`src/rtl/usb_cmd_pkg.sv`:
```
// Shared constants and types for the USB command frame parser.
// Sync bytes, known command codes and the parser state encoding.
package usb_cmd_pkg;

  localparam logic [7:0] USB_HDR0 = 8'hAA;
  localparam logic [7:0] USB_HDR1 = 8'h55;

  localparam logic [7:0] CMD_I2C_CONFIG = 8'h04;
  localparam logic [7:0] CMD_I2C_WRITE  = 8'h05;
  localparam logic [7:0] CMD_I2C_READ   = 8'h06;

  typedef enum logic [2:0] {
    ST_IDLE,
    ST_SYNC1,
    ST_CMD,
    ST_LEN_H,
    ST_LEN_L,
    ST_PAYLOAD,
    ST_CSUM
  } parser_state_e;

endpackage

```
`src/rtl/inter_byte_timer.sv`:
```
// Inter-byte gap counter: expire_o is a combinational 1-cycle pulse on the TIMEOUT_CYCLES-th idle cycle.
// No backpressure; clear_i wins over enable_i, counter holds while disabled.
module inter_byte_timer #(
  parameter int unsigned TIMEOUT_CYCLES = 50000
) (
  input  logic clk,
  input  logic rst,
  input  logic clear_i,
  input  logic enable_i,
  output logic expire_o
);

  localparam int unsigned CW = $clog2(TIMEOUT_CYCLES + 1);
  localparam logic [CW-1:0] LAST = CW'(TIMEOUT_CYCLES - 1);

  logic [CW-1:0] count_q, count_d;

  always_comb begin
    count_d = count_q;
    if (clear_i) begin
      count_d = '0;
    end else if (enable_i) begin
      count_d = count_q + CW'(1);
    end
  end

  always_ff @(posedge clk) begin
    if (rst) begin
      count_q <= '0;
    end else begin
      count_q <= count_d;
    end
  end

  assign expire_o = enable_i && (count_q == LAST);

endmodule

```
`src/rtl/usb_cmd_frame_parser.sv`:
```
// Frame parser for AA 55 cmd lenH lenL payload checksum; all outputs registered, pulses 1 cycle after the sampled byte.
// No backpressure: one byte per cycle max, frames abort on oversize length or inter-byte timeout.
module usb_cmd_frame_parser
  import usb_cmd_pkg::*;
#(
  parameter int unsigned MAX_PAYLOAD    = 128,
  parameter int unsigned TIMEOUT_CYCLES = 50000,
  parameter logic [7:0]  HDR0           = USB_HDR0,
  parameter logic [7:0]  HDR1           = USB_HDR1
) (
  input  logic        clk,
  input  logic        rst,
  input  logic [7:0]  usb_data_in,
  input  logic        usb_data_valid_in,
  output logic [7:0]  cmd_type_out,
  output logic [15:0] cmd_length_out,
  output logic        cmd_start_out,
  output logic [7:0]  cmd_data_out,
  output logic [15:0] cmd_data_index_out,
  output logic        cmd_data_valid_out,
  output logic        cmd_done_out,
  output logic        cmd_error_out,
  output logic        parser_busy_out
);

  parser_state_e state_q;
  logic [7:0]    csum_q;
  logic [15:0]   cnt_q;
  logic [7:0]    type_q;
  logic [7:0]    len_hi_q;
  logic [15:0]   rx_len;
  logic          tmr_clear;
  logic          tmr_expire;

  assign rx_len    = {len_hi_q, usb_data_in};
  assign tmr_clear = usb_data_valid_in || (state_q == ST_IDLE) || tmr_expire;

  inter_byte_timer #(
    .TIMEOUT_CYCLES(TIMEOUT_CYCLES)
  ) u_timer (
    .clk     (clk),
    .rst     (rst),
    .clear_i (tmr_clear),
    .enable_i(state_q != ST_IDLE),
    .expire_o(tmr_expire)
  );

  always_ff @(posedge clk) begin
    if (rst) begin
      state_q            <= ST_IDLE;
      csum_q             <= '0;
      cnt_q              <= '0;
      type_q             <= '0;
      len_hi_q           <= '0;
      cmd_type_out       <= '0;
      cmd_length_out     <= '0;
      cmd_start_out      <= 1'b0;
      cmd_data_out       <= '0;
      cmd_data_index_out <= '0;
      cmd_data_valid_out <= 1'b0;
      cmd_done_out       <= 1'b0;
      cmd_error_out      <= 1'b0;
      parser_busy_out    <= 1'b0;
    end else begin
      cmd_start_out      <= 1'b0;
      cmd_data_valid_out <= 1'b0;
      cmd_done_out       <= 1'b0;
      cmd_error_out      <= 1'b0;
      // Timeout has priority: a byte landing on the expiry cycle is dropped.
      if (tmr_expire) begin
        cmd_error_out   <= 1'b1;
        state_q         <= ST_IDLE;
        parser_busy_out <= 1'b0;
      end else if (usb_data_valid_in) begin
        case (state_q)
          ST_IDLE: begin
            if (usb_data_in == HDR0) begin
              state_q         <= ST_SYNC1;
              parser_busy_out <= 1'b1;
            end
          end
          ST_SYNC1: begin
            if (usb_data_in == HDR1) begin
              state_q <= ST_CMD;
            end else if (usb_data_in != HDR0) begin
              state_q         <= ST_IDLE;
              parser_busy_out <= 1'b0;
            end
          end
          ST_CMD: begin
            type_q  <= usb_data_in;
            csum_q  <= usb_data_in;
            state_q <= ST_LEN_H;
          end
          ST_LEN_H: begin
            len_hi_q <= usb_data_in;
            csum_q   <= csum_q + usb_data_in;
            state_q  <= ST_LEN_L;
          end
          ST_LEN_L: begin
            if (rx_len > 16'(MAX_PAYLOAD)) begin
              cmd_error_out   <= 1'b1;
              state_q         <= ST_IDLE;
              parser_busy_out <= 1'b0;
            end else begin
              cmd_start_out  <= 1'b1;
              cmd_type_out   <= type_q;
              cmd_length_out <= rx_len;
              csum_q         <= csum_q + usb_data_in;
              cnt_q          <= '0;
              state_q        <= (rx_len == 16'd0) ? ST_CSUM : ST_PAYLOAD;
            end
          end
          ST_PAYLOAD: begin
            cmd_data_out       <= usb_data_in;
            cmd_data_index_out <= cnt_q;
            cmd_data_valid_out <= 1'b1;
            csum_q             <= csum_q + usb_data_in;
            cnt_q              <= cnt_q + 16'd1;
            if (cnt_q == cmd_length_out - 16'd1) begin
              state_q <= ST_CSUM;
            end
          end
          ST_CSUM: begin
            if (usb_data_in == csum_q) begin
              cmd_done_out <= 1'b1;
            end else begin
              cmd_error_out <= 1'b1;
            end
            state_q         <= ST_IDLE;
            parser_busy_out <= 1'b0;
          end
          default: begin
            state_q         <= ST_IDLE;
            parser_busy_out <= 1'b0;
          end
        endcase
      end
    end
  end

endmodule

```
`config.mk`:
```
export PLATFORM = sky130hd
export DESIGN_NAME = usb_cmd_frame_parser
export DESIGN_NICKNAME = d
export VERILOG_FILES = /design/src/rtl/usb_cmd_pkg.sv /design/src/rtl/inter_byte_timer.sv /design/src/rtl/usb_cmd_frame_parser.sv
export SDC_FILE = /design/constraint.sdc
export NUM_CORES = 1
export LEC_CHECK = 0
export CAP_MARGIN = 20
export CORE_MARGIN = 5
export CORE_UTILIZATION = 35
export CTS_CLUSTER_SIZE = 30
export DETAILED_ROUTE_END_ITERATION = 16
export GPL_TIMING_DRIVEN = 0
export MAX_ROUTING_LAYER = met4
export PLACE_DENSITY = 0.65
export SYNTH_ARGS = -nofsm -noshare
export SYNTH_HDL_FRONTEND = slang
export SYNTH_SLANG_ARGS = --single-unit
```
`constraint.sdc`:
```
create_clock -name clk -period 6.88 [get_ports clk]
set_input_delay 0.688 -clock clk [delete_from_list [all_inputs] [get_ports clk]]
set_output_delay 0.688 -clock clk [all_outputs]
set_load 0.01 [all_outputs]
```
==> flow_summary_export.csv <==
group,metric,value,unit
outcome,outcome,"completed",
clock_tree,clock_path_buffers,2,
placement,portBuffers,62,
power,combPwrFrac,3.7,%
critical_path,cp_top_family,"simple AND/OR/NAND/NOR gates",
routing,drtIter0Drc,365,
critical_path,cp.required,7.13,ns
floorplanning,core_area,0.0153,mm²
critical_path,worst_path_max_delay_cell,"clkdlybuf4s50_1",
grt,grtUsageTotal,15.4,%
power,pwr_density_cell,179,mW/mm²
grt,grt_pass1_vias,4307,
finish,finish.utilization,43.3,%
yosys,synth.largest_area_cell,"dfxtp_1",
floorplanning,dieArea,0.0182,mm²
floorplanning,die-width,135,µm
sta,fin_crit_sh,51.8,%
sta,finalCriticalPeriod,3.56,ns
placement,place_inst,922,
sta,drv_slew,0,
grt,antenna_found_initial,0,
finish,final_net_count,744,
grt,grt_pass1_wl,21.9,mm
placement,place_congestion,0.890,
placement,hpwlAfterDp,9.98,mm
power,p_leak,2.38,nW
floorplanning,ioPinCount,64,
routing,vias,4690,
yosys,netlist_area,0.00545,mm²
flow_run,drv_cap,0,
sta,setup_violations,0,
clock_tree,insertion_delay,0.36,ns
floorplanning,start_util,35.7,%
sta,max_freq,281,MHz
routing,drc,0,
clock_tree,cts_tree,"built",
finish,nFillCells,1534,
power,p_sw_share,22.7,%
min_path,worstHoldPathType,"reg2reg",
sta,setup_tns,0,ns
sta,timing_hold_violations_final,0,
clock_tree,htreeDepth,3,
yosys,ys.flop_type,"dfxtp_1",
routing,firstDrtPassIters,4,
sta,setup_ws,3.32,ns
yosys,synthArstFlopShare,0,%
floorplanning,die_h,135,µm
routing,routedWlPerCell,14.6,µm
sta,rsz0062_at_grt,"false",
sta,final.setup_skew,0.00732,ns
yosys,synth-seq-area-share,41.2,%
power,p_sw,269,µW
power,power.share.clock,41.6,%
clock_tree,cts_root_buf,"clkbuf_16",
clock_tree,cts.sinks,112,
finish,syn2layout_area_growth,21.2,%
critical_path,cp_data_arrival_time,3.81,ns
yosys,ys_warn_count,0,
sta,slew_headroom,41.9,%
critical_path,start_kind,"primary input",
routing,via_per_inst,5.01,
critical_path,critical_path.max_fanout,9,
critical_path,cp-end-kind,"flop",
routing,antenna_left,0,
floorplanning,rows,45,
clock_tree,ctsHoldBuffers,0,
placement,place_ws,2.95,ns
clock_tree,cts_buffers,9,
grt,grt_max_degree,18,
grt,grt-ovfl-total,0,
finish,drive_gt1_share,5.24,%
critical_path,critical_path_class,"in2reg",
clock_tree,cts-resized-gates,0,
routing,routed_wl,13.7,mm
yosys,synth.area.top_cells,"dfxtp_1 (41%), nor2_1 (6.5%), nand2_1 (6.0%)",
yosys,yosysUniqueCellTypes,67,
critical_path,slowest_delay,0.68,ns
power,p_int,915,µW
critical_path,cpMostUsedCell,"nor4_1",
yosys,synth_top_area_share,41.2,%
yosys,syn_inst,649,
clock_tree,path_clk_slew,0.07,ns
yosys,syn_nets,671,
yosys,syn_area_per_cell,8.39,µm²
sta,holdWs,0.453,ns
yosys,ys_ff_latch,112,
finish,diodes,0,
power,p_seq_share,54.7,%
yosys,synth-edff-count,0,
critical_path,cp_cell_sequence,"clkdlybuf4s50_1 > or4_4 > o21a_1 > nor4_1 > o221ai_1 > nor4_1 > nor2_1 > o221a_1",
critical_path,cp_num_buf_inv,1,
finish,layout.cells.non_filler,936,
sta,worstMarginPinSlew,0.865,ns
clock_tree,cts_setup_buffers,0,
power,ir_drop,127,µV
[power groups by stage]
stage | registers (mW) | clock network (mW) | logic, mW
3_5_place_dp | 0.663 | 0 | 0.0432
4_1_cts | 0.648 | 0.506 | 0.0434
3_3_place_gp | 0.663 | 0 | 0.0432
2_1_floorplan | 0.663 | 0 | 0.0238
5_1_grt | 0.648 | 0.531 | 0.0471
6_report | 0.648 | 0.493 | 0.0434
[state kept, by name, summed over array words and instances, names as in the netlist]
| signal | cells |
|---|---|
| cmd_data_index_out | 16 |
| cmd_data_out | 8 |
| cmd_data_valid_out | 1 |
| cmd_done_out | 1 |
| cmd_error_out | 1 |
| cmd_length_out | 16 |
| cmd_start_out | 1 |
| cmd_type_out | 8 |
| cnt_q | 16 |
| csum_q | 8 |
| len_hi_q | 8 |
| parser_busy_out | 1 |
| state_q | 3 |
| type_q | 8 |
| u_timer.count_q | 16 |
[layer usage]
layer / part of all wire, % / vias up / wire length [µm] / global-route usage [%]
li1: - / 2399 / - / -
met1: 47 / 2185 / 6370 / 19.8
met2: 47 / 94 / 6420 / 24.4
met3: 5.5 / 12 / 753 / 3.73
met4: 0.94 / 0 / 129 / 4.07
met5: 0 / - / 0 / -
[cells by family (layout without fill, tap and decap cells)]
logic type      count (synthesis)  in the layout  share of synthesized area, %
simple gates                  299            299                          27.2
fa+ha+maj                      11             11                          2.66
flops                         112            112                          41.2
mux                            31             31                          5.70
buf+inv                        54            130                          4.13
xor+xnor                       44             44                          7.08
compound gates                 98             98                          12.1
[worst min-delay path, delay by kind of cell, from the launching register on]
family	cells	cell delay (ns)
compound gates	1	0.05
flops	1	0.31
simple gates	1	0.05
[path summary, 6_finish.rpt]
check	slack [ns]	cells after the start	startpoint	end
worst max-delay path	3.32	8	usb_data_in[0]	state_q[0]$_SDFFE_PP0P_
worst min register to register	0.45	2	cmd_data_index_out[12]$_SDFFE_PP0P_	cmd_data_index_out[12]$_SDFFE_PP0P_
worst max register to register	4.02	9	cmd_length_out[0]$_SDFFE_PP0P_	state_q[0]$_SDFFE_PP0P_
worst min-delay path	0.45	2	cmd_data_index_out[12]$_SDFFE_PP0P_	cmd_data_index_out[12]$_SDFFE_PP0P_
[area by class of cell]
class	instances	area, µm²	area share [%]
Timing Repair Buffer	62	621	9.40
Multi-Input combinational cell	483	2980	45.1
Clock buffer	10	239	3.62
Tap cell	211	264	4.00
Inverter	16	60.1	0.910
Clock inverter	4	30.0	0.455
Sequential cell	112	2240	34.0
Buffer	38	165	2.50
[synth_stat cells, types with 4 or more instances]
master,number
clkbuf_1,29
xnor2_1,29
nand3_1,12
nand2_1,87
o21ai_0,13
nor2b_1,7
nand4_1,11
and4_1,4
nor4_1,11
and2_1,11
nand4b_1,4
a21oi_1,37
or4_1,4
mux2i_1,31
xor2_1,15
nor2_1,95
and3_1,4
or3_1,12
buf_2,6
a31oi_1,6
dfxtp_1,112
ha_1,10
nor3_1,13
inv_1,16
o22ai_1,4
a311oi_1,6
[metrics by stage]
step	power (mW)	instance area [µm²]
5_1_grt	1.23	6600
3_3_place_gp	0.706	6330
6_report	1.18	6600
3_5_place_dp	0.706	6330
4_1_cts	1.20	6600
2_1_floorplan	0.687	5450
[cells in the final DEF, fill, tap and decap left out, drive strengths merged, types with 3 or more instances in the layout]
master,instances
xor2,15
clkdlybuf4s50,62
and3,4
nand2,87
nor2,97
o22ai,4
a311oi,6
nor4,11
nor4b,3
nor3,14
buf,9
dfxtp,112
nand2b,3
inv,18
a31oi,6
a21oi,38
nand4b,4
o21ai,14
ha,10
o41ai,3
clkbuf,39
a21o,3
and2,11
mux2i,31
xnor2,29
or4,5
nand4,11
and4,6
or2,5
or3,12
nand3,13
nor2b,7
o31a,3
Note: power is estimated with default switching activity, not from simulation.
